[config.mk]
export PLATFORM = sky130hd
export DESIGN_NAME = performance_counters
export DESIGN_NICKNAME = d
export VERILOG_FILES = /design/src/rtl/performance_counters.sv
export SDC_FILE = /design/constraint.sdc
export NUM_CORES = 2
export LEC_CHECK = 0
export BUFFER_PORTS_ARGS = -buffer_cell sky130_fd_sc_hd__buf_4
export CAP_MARGIN = 15
export CELL_PAD_IN_SITES_DETAIL_PLACEMENT = 0
export CELL_PAD_IN_SITES_GLOBAL_PLACEMENT = 1
export CORE_AREA = 4 4 430 432
export CTS_BUF_LIST = sky130_fd_sc_hd__clkbuf_2 sky130_fd_sc_hd__clkbuf_4 sky130_fd_sc_hd__clkbuf_8
export CTS_CLUSTER_DIAMETER = 120
export DETAILED_ROUTE_END_ITERATION = 16
export DIE_AREA = 0 0 434 436
export GPL_ROUTABILITY_DRIVEN = 0
export GPL_TIMING_DRIVEN = 1
export PLACE_DENSITY = 0.64
export SLEW_MARGIN = 20
export SYNTH_ARGS = -nofsm -noshare
export SYNTH_HDL_FRONTEND = slang
export SYNTH_SLANG_ARGS = --single-unit
[constraint.sdc]
create_clock -name clk -period 2.3 [get_ports clk]
set_clock_uncertainty 0.2 [all_clocks]
set_input_delay 0.115 -clock clk [delete_from_list [all_inputs] [get_ports clk]]
set_output_delay 0.115 -clock clk [all_outputs]
set_load 0.02 [all_outputs]
[src/rtl/performance_counters.sv]
// Free-running performance counters: enabled cycles, retired instructions and one counter per event line.
// Build macro PERFCNT_SATURATE_EN makes every counter stick at all-ones instead of wrapping to zero.
module performance_counters #(
   parameter int COUNTER_WIDTH = 32,
   parameter int NUM_EVENTS    = 32
) (
   input  logic                     clk,
   input  logic                     reset,
   input  logic                     instruction_retired,
   input  logic                     cycle_count_en,
   input  logic [NUM_EVENTS-1:0]    event_signals,
   output logic [COUNTER_WIDTH-1:0] cycle_count,
   output logic [COUNTER_WIDTH-1:0] instret_count,
   output logic [COUNTER_WIDTH-1:0] event_counts [0:NUM_EVENTS-1]
);

   localparam logic [COUNTER_WIDTH-1:0] CNT_ZERO = {COUNTER_WIDTH{1'b0}};
   localparam logic [COUNTER_WIDTH-1:0] CNT_ONE  = COUNTER_WIDTH'(1);
   localparam logic [COUNTER_WIDTH-1:0] CNT_MAX  = {COUNTER_WIDTH{1'b1}};

   // Single point where wrap-versus-saturate is decided for every counter.
   function automatic logic [COUNTER_WIDTH-1:0] next_count(
      input logic [COUNTER_WIDTH-1:0] cur,
      input logic                     inc
   );
      logic [COUNTER_WIDTH-1:0] result;
      result = cur;
      if (inc) begin
`ifdef PERFCNT_SATURATE_EN
         if (cur == CNT_MAX) begin
            result = cur;
         end else begin
            result = cur + CNT_ONE;
         end
`else
         result = cur + CNT_ONE;
`endif
      end else begin
         result = cur;
      end
      return result;
   endfunction

   logic [COUNTER_WIDTH-1:0] cycle_count_r;
   logic [COUNTER_WIDTH-1:0] cycle_count_s;
   logic [COUNTER_WIDTH-1:0] instret_count_r;
   logic [COUNTER_WIDTH-1:0] instret_count_s;
   logic [COUNTER_WIDTH-1:0] event_count_r [0:NUM_EVENTS-1];
   logic [COUNTER_WIDTH-1:0] event_count_s [0:NUM_EVENTS-1];

   // Next values for the cycle and instret counters.
   always_comb begin
      cycle_count_s   = next_count(cycle_count_r, cycle_count_en);
      instret_count_s = next_count(instret_count_r, instruction_retired);
   end

   // Next values for the event counters; each bit is independent of the others.
   always_comb begin
      for (int i = 0; i < NUM_EVENTS; i++) begin
         event_count_s[i] = next_count(event_count_r[i], event_signals[i]);
      end
   end

   // Counter state; reset wins over any increment on the same edge.
   always_ff @(posedge clk) begin
      if (reset) begin
         cycle_count_r   <= CNT_ZERO;
         instret_count_r <= CNT_ZERO;
         for (int i = 0; i < NUM_EVENTS; i++) begin
            event_count_r[i] <= CNT_ZERO;
         end
      end else begin
         cycle_count_r   <= cycle_count_s;
         instret_count_r <= instret_count_s;
         for (int i = 0; i < NUM_EVENTS; i++) begin
            event_count_r[i] <= event_count_s[i];
         end
      end
   end

   assign cycle_count   = cycle_count_r;
   assign instret_count = instret_count_r;
   assign event_counts  = event_count_r;

endmodule

; Word-level counts from Yosys, hierarchy flattened
; Index checks and enable logic that the tools add are counted.
[op_classes]
n_addsub = 34
mul = 0
div_mod_pow = 0
n_lt_le_gt_ge = 0
n_eq_ne = 0
shifts = 0
mux = 0
n_bitwise = 0
reduce_logical = 0
[ops]
columns = operator, count
row1 = "adder 32 x 1 -> 32 bit, second input constant", 34
[word_totals]
register_bits = 1088
latch_bits = 0
mem_bits_rw = 0
romBits = 0
input_bits = 36
output_inout_bits = 1088
elab_cells = 68
memories = 0

; Depth between registers and ports, before layout
[logic_depth]
word_depth = 1
ltp_mapped = 7
ltp_nobuf = 5

; Worst setup path before layout
; No wires, ideal clock.
[synth_path]
path_kind = register to register
from = register event_count_r, in the netlist event_counts[224]
to = register event_count_r, in the netlist event_counts[246]
setup_time_ps = 121
t_arrival_ps = 2148
required_time_ps = 1979
setup_slack_ps = -169
stages_incl_launch_ff = 8
n_path_buf = 2
period_less_slack_ps = 2469
cell_sequence = dfxtp_1 ha_1 nand3_2 or3_1 clkbuf_1 buf_2 nor4_1 mux2_2
[synth_between]
elab_chain_len = 1
[synth_rtl]
columns = item, line
row1 = from (decl), 48  ; logic [COUNTER_WIDTH-1:0] event_count_r [0:NUM_EVENTS-1];
row2 = "from (signal, indexed assignment)", 76  ; event_count_r[i] <= event_count_s[i];
row3 = adder 32 x 1 -> 32 bit, 36  ; result = cur + CNT_ONE;
; Every way passes these cells.
; A chain may end at the register's enable or synchronous reset.

==> flow_metrics.tcl <==
set metrics [dict create \
    initial_utilization_pct 28.3 \
    seq_area_frac_synth_pct 42.6 \
    clk_pin_slew_ns 0.06 \
    synth_fa_ha_area_share_pct 0.832 \
    synth_xor_area_share_pct 6.94 \
    hpwl_um 173000 \
    tritoncts "yes" \
    syn2layout_area_growth_pct 41.6 \
    hold_path_class "input pin to flip-flop" \
    wl_um 223000 \
    wl_met3_um 14900 \
    tightest_slew_ns 0.588 \
    synth_edf_count 0 \
    vias_per_cell 5.23 \
    drtIter0Drc 2887 \
    leakagePower_nw 27.0 \
    final_cell_mix "1795 x buf_4, 1043 x dfxtp_1, 570 x a21oi_1" \
    die_w_um 434 \
    htreeDepth 4 \
    holdPathStages 5 \
    met1_length_um 88600 \
    synth_top_area_share_pct 42.6 \
    die_area_um2 189000 \
    clock_latency_ns 0.95 \
    synthFlopType "dfxtp_1" \
    path_class "input pin to flip-flop" \
    synth_cell_types 47 \
    yosysWarnings 0 \
    synthSimpleGateAreaFrac_pct 30.4 \
    grt_usage_pct 22.3 \
    finalNonFillerCells 10300 \
    crit_arrival_ns 2.94 \
    final_nets 7865 \
    min_from "event_signals[20]" \
    grt_pass1_vias 50500 \
    drive_gt1_share_pct 30.2 \
    clockRootBuffer "clkbuf_8" \
    portBuffers 1123 \
    synth-compound-area-share_pct 13.3 \
    antenna_found_initial 7 \
    synth_top_family_by_area "simple AND/OR/NAND/NOR gates" \
    cts_buffers 208 \
    vdd_drop_max_mv 0.444 \
    rr_worst_depth 6 \
    synth_seq_cells 1088 \
    crit_start "event_signals[7]" \
    max_freq_ghz 0.436 \
    synth_cells 6020 \
    whs_ns 0.0684 \
    final-setup-viol-count 0 \
    finalMaxSlewViolations 0 \
    layout_commonest_cell "buf_4" \
    endpoint_kind "flip-flop" \
    dp_cells 9856 \
    critPathRequiredTime_ns 2.95 \
    synthMuxAreaShare_pct 2.19 \
    vias 54000 \
    first_pass_iters 5 \
    grt_max_degree 44 \
    hold_viol 0 \
    ant_nets 0 \
    post-route-util_pct 40.1 \
    die-height_um 436 \
    status "completed" \
    post_dp_cell_area_um2 66700 \
    wl_per_cell_um 21.6 \
    num_rows 156 \
    p_per_area_nw_per_um2 577 \
    drc_errors 0 \
    num_io_pins 1124 \
    route.top_layer_used "met5" \
    syn_avg_cell_area_um2 8.49 \
    tns_ns 0 \
    fin_crit_sh_pct 99.8 \
    synth_top_cells_by_area "dfxtp_1 43%, or4_1 5.9%, a21oi_1 5.6%" \
    start_kind "input pin" \
    wl_met2_um 105000 \
    maxCapViolations 0 \
    clock_sinks 1088 \
    clk_path_buf_depth 3 \
    stdcell_area_um2 72400 \
    core_um2 181000 \
    relSlewSlack_pct 60.4 \
    synth.net_count 6090 \
    grt-ovfl-total 0 \
    crit_fanout 6 \
    min_period_ns 2.29 \
    timing.rr.start "event_counts[576]" \
    async_flop_share_pct 0 \
    grt_pass1_wl_um 327000 \
    yosys.area.top_type "dfxtp_1" \
    synth_area_um2 51100 \
]
[registers in the layout, indices dropped and copies added, names as in the netlist]
register and count:
event_counts 1024, instret_count 32, cycle_count 32
[worst paths after layout]
path | to | slack [ns]
worst max register to register | event_counts[606] | 0.05
worst min-delay path | event_counts[369] | 0.07
worst max-delay path | event_counts[785] | 0.005
worst min register to register | event_counts[927] | 0.28
[layout make-up]
cell class                 count  area (µm²)
inverter                     150         563
clock buffer                 343        4210
clock inverter                35         338
tap                         2370        2970
sequential                  1088       21800
timing repair buffer        1912       14900
multi-input combinational   4435       27600
antenna                        7        17.5
fill                       18300      108000
[metrics by stage]
stage                     total power [mW]  setup WS [ns]
after global placement                21.1         0.0530
after CTS                             42.5        0.00451
final                                 41.8        0.00545
after detailed placement              21.1        0.00248
after global routing                  43.4        -0.0108
after floorplan                       20.3        -0.0559
[where the power goes]
group | internal (mW) | switching, mW
Sequential | 19.0 | 0.123
Clock | 11.9 | 9.00
Combinational | 0.716 | 1.05
Total | 31.6 | 10.2
[synthesized netlist by cell type, types with 64 or more instances]
master and count:
or4_1 403, nor2b_1 66, mux2_2 69, and3_1 64
dfxtp_1 1088, nor2_1 514, nor3_1 90, o21ai_0 211
nand2_1 333, nor4_1 130, nand4_1 338, o31ai_1 348
clkbuf_1 296, and4_1 159, xor2_1 204, or3_1 225
xnor2_1 201, a21oi_1 574, inv_1 150, nand3_1 328
[worst max-delay path: stages]
cell and delay [ns]:
dlygate4sd3_1 0.59, dlygate4sd3_1 0.68, buf_4 0.18, dlygate4sd3_1 0.72, nand4_1 0.15, or3_1 0.36, a21oi_1 0.14
[timing repair]
action | in CTS | in global routing
hold buffers | 87 | 3
gates cloned | 0 | 2
pin swaps | 0 | 11
hold endpoints to repair | 1088 | 2
resized for setup | 4 | 53
setup buffers | 0 | 8
setup endpoints to repair | 6 | 127
[per-layer routing]
layer,vias to the layer above,track usage (%)
met2,1428,37.1
met5,-,0
met3,429,5.91
met4,4,12.7
li1,26200,-
met1,26000,25.8
[cell families (layout without fill, tap and decap cells)]
logic type | count (synthesis) | after routing
simple gates | 2733 | 2734
compound gates | 1159 | 1159
flops | 1088 | 1088
buf+inv | 498 | 2440
xor+xnor | 405 | 405
mux | 103 | 103
fa+ha+maj | 34 | 34
other cells | 0 | 7
Note: power is estimated with default switching activity, not from simulation.
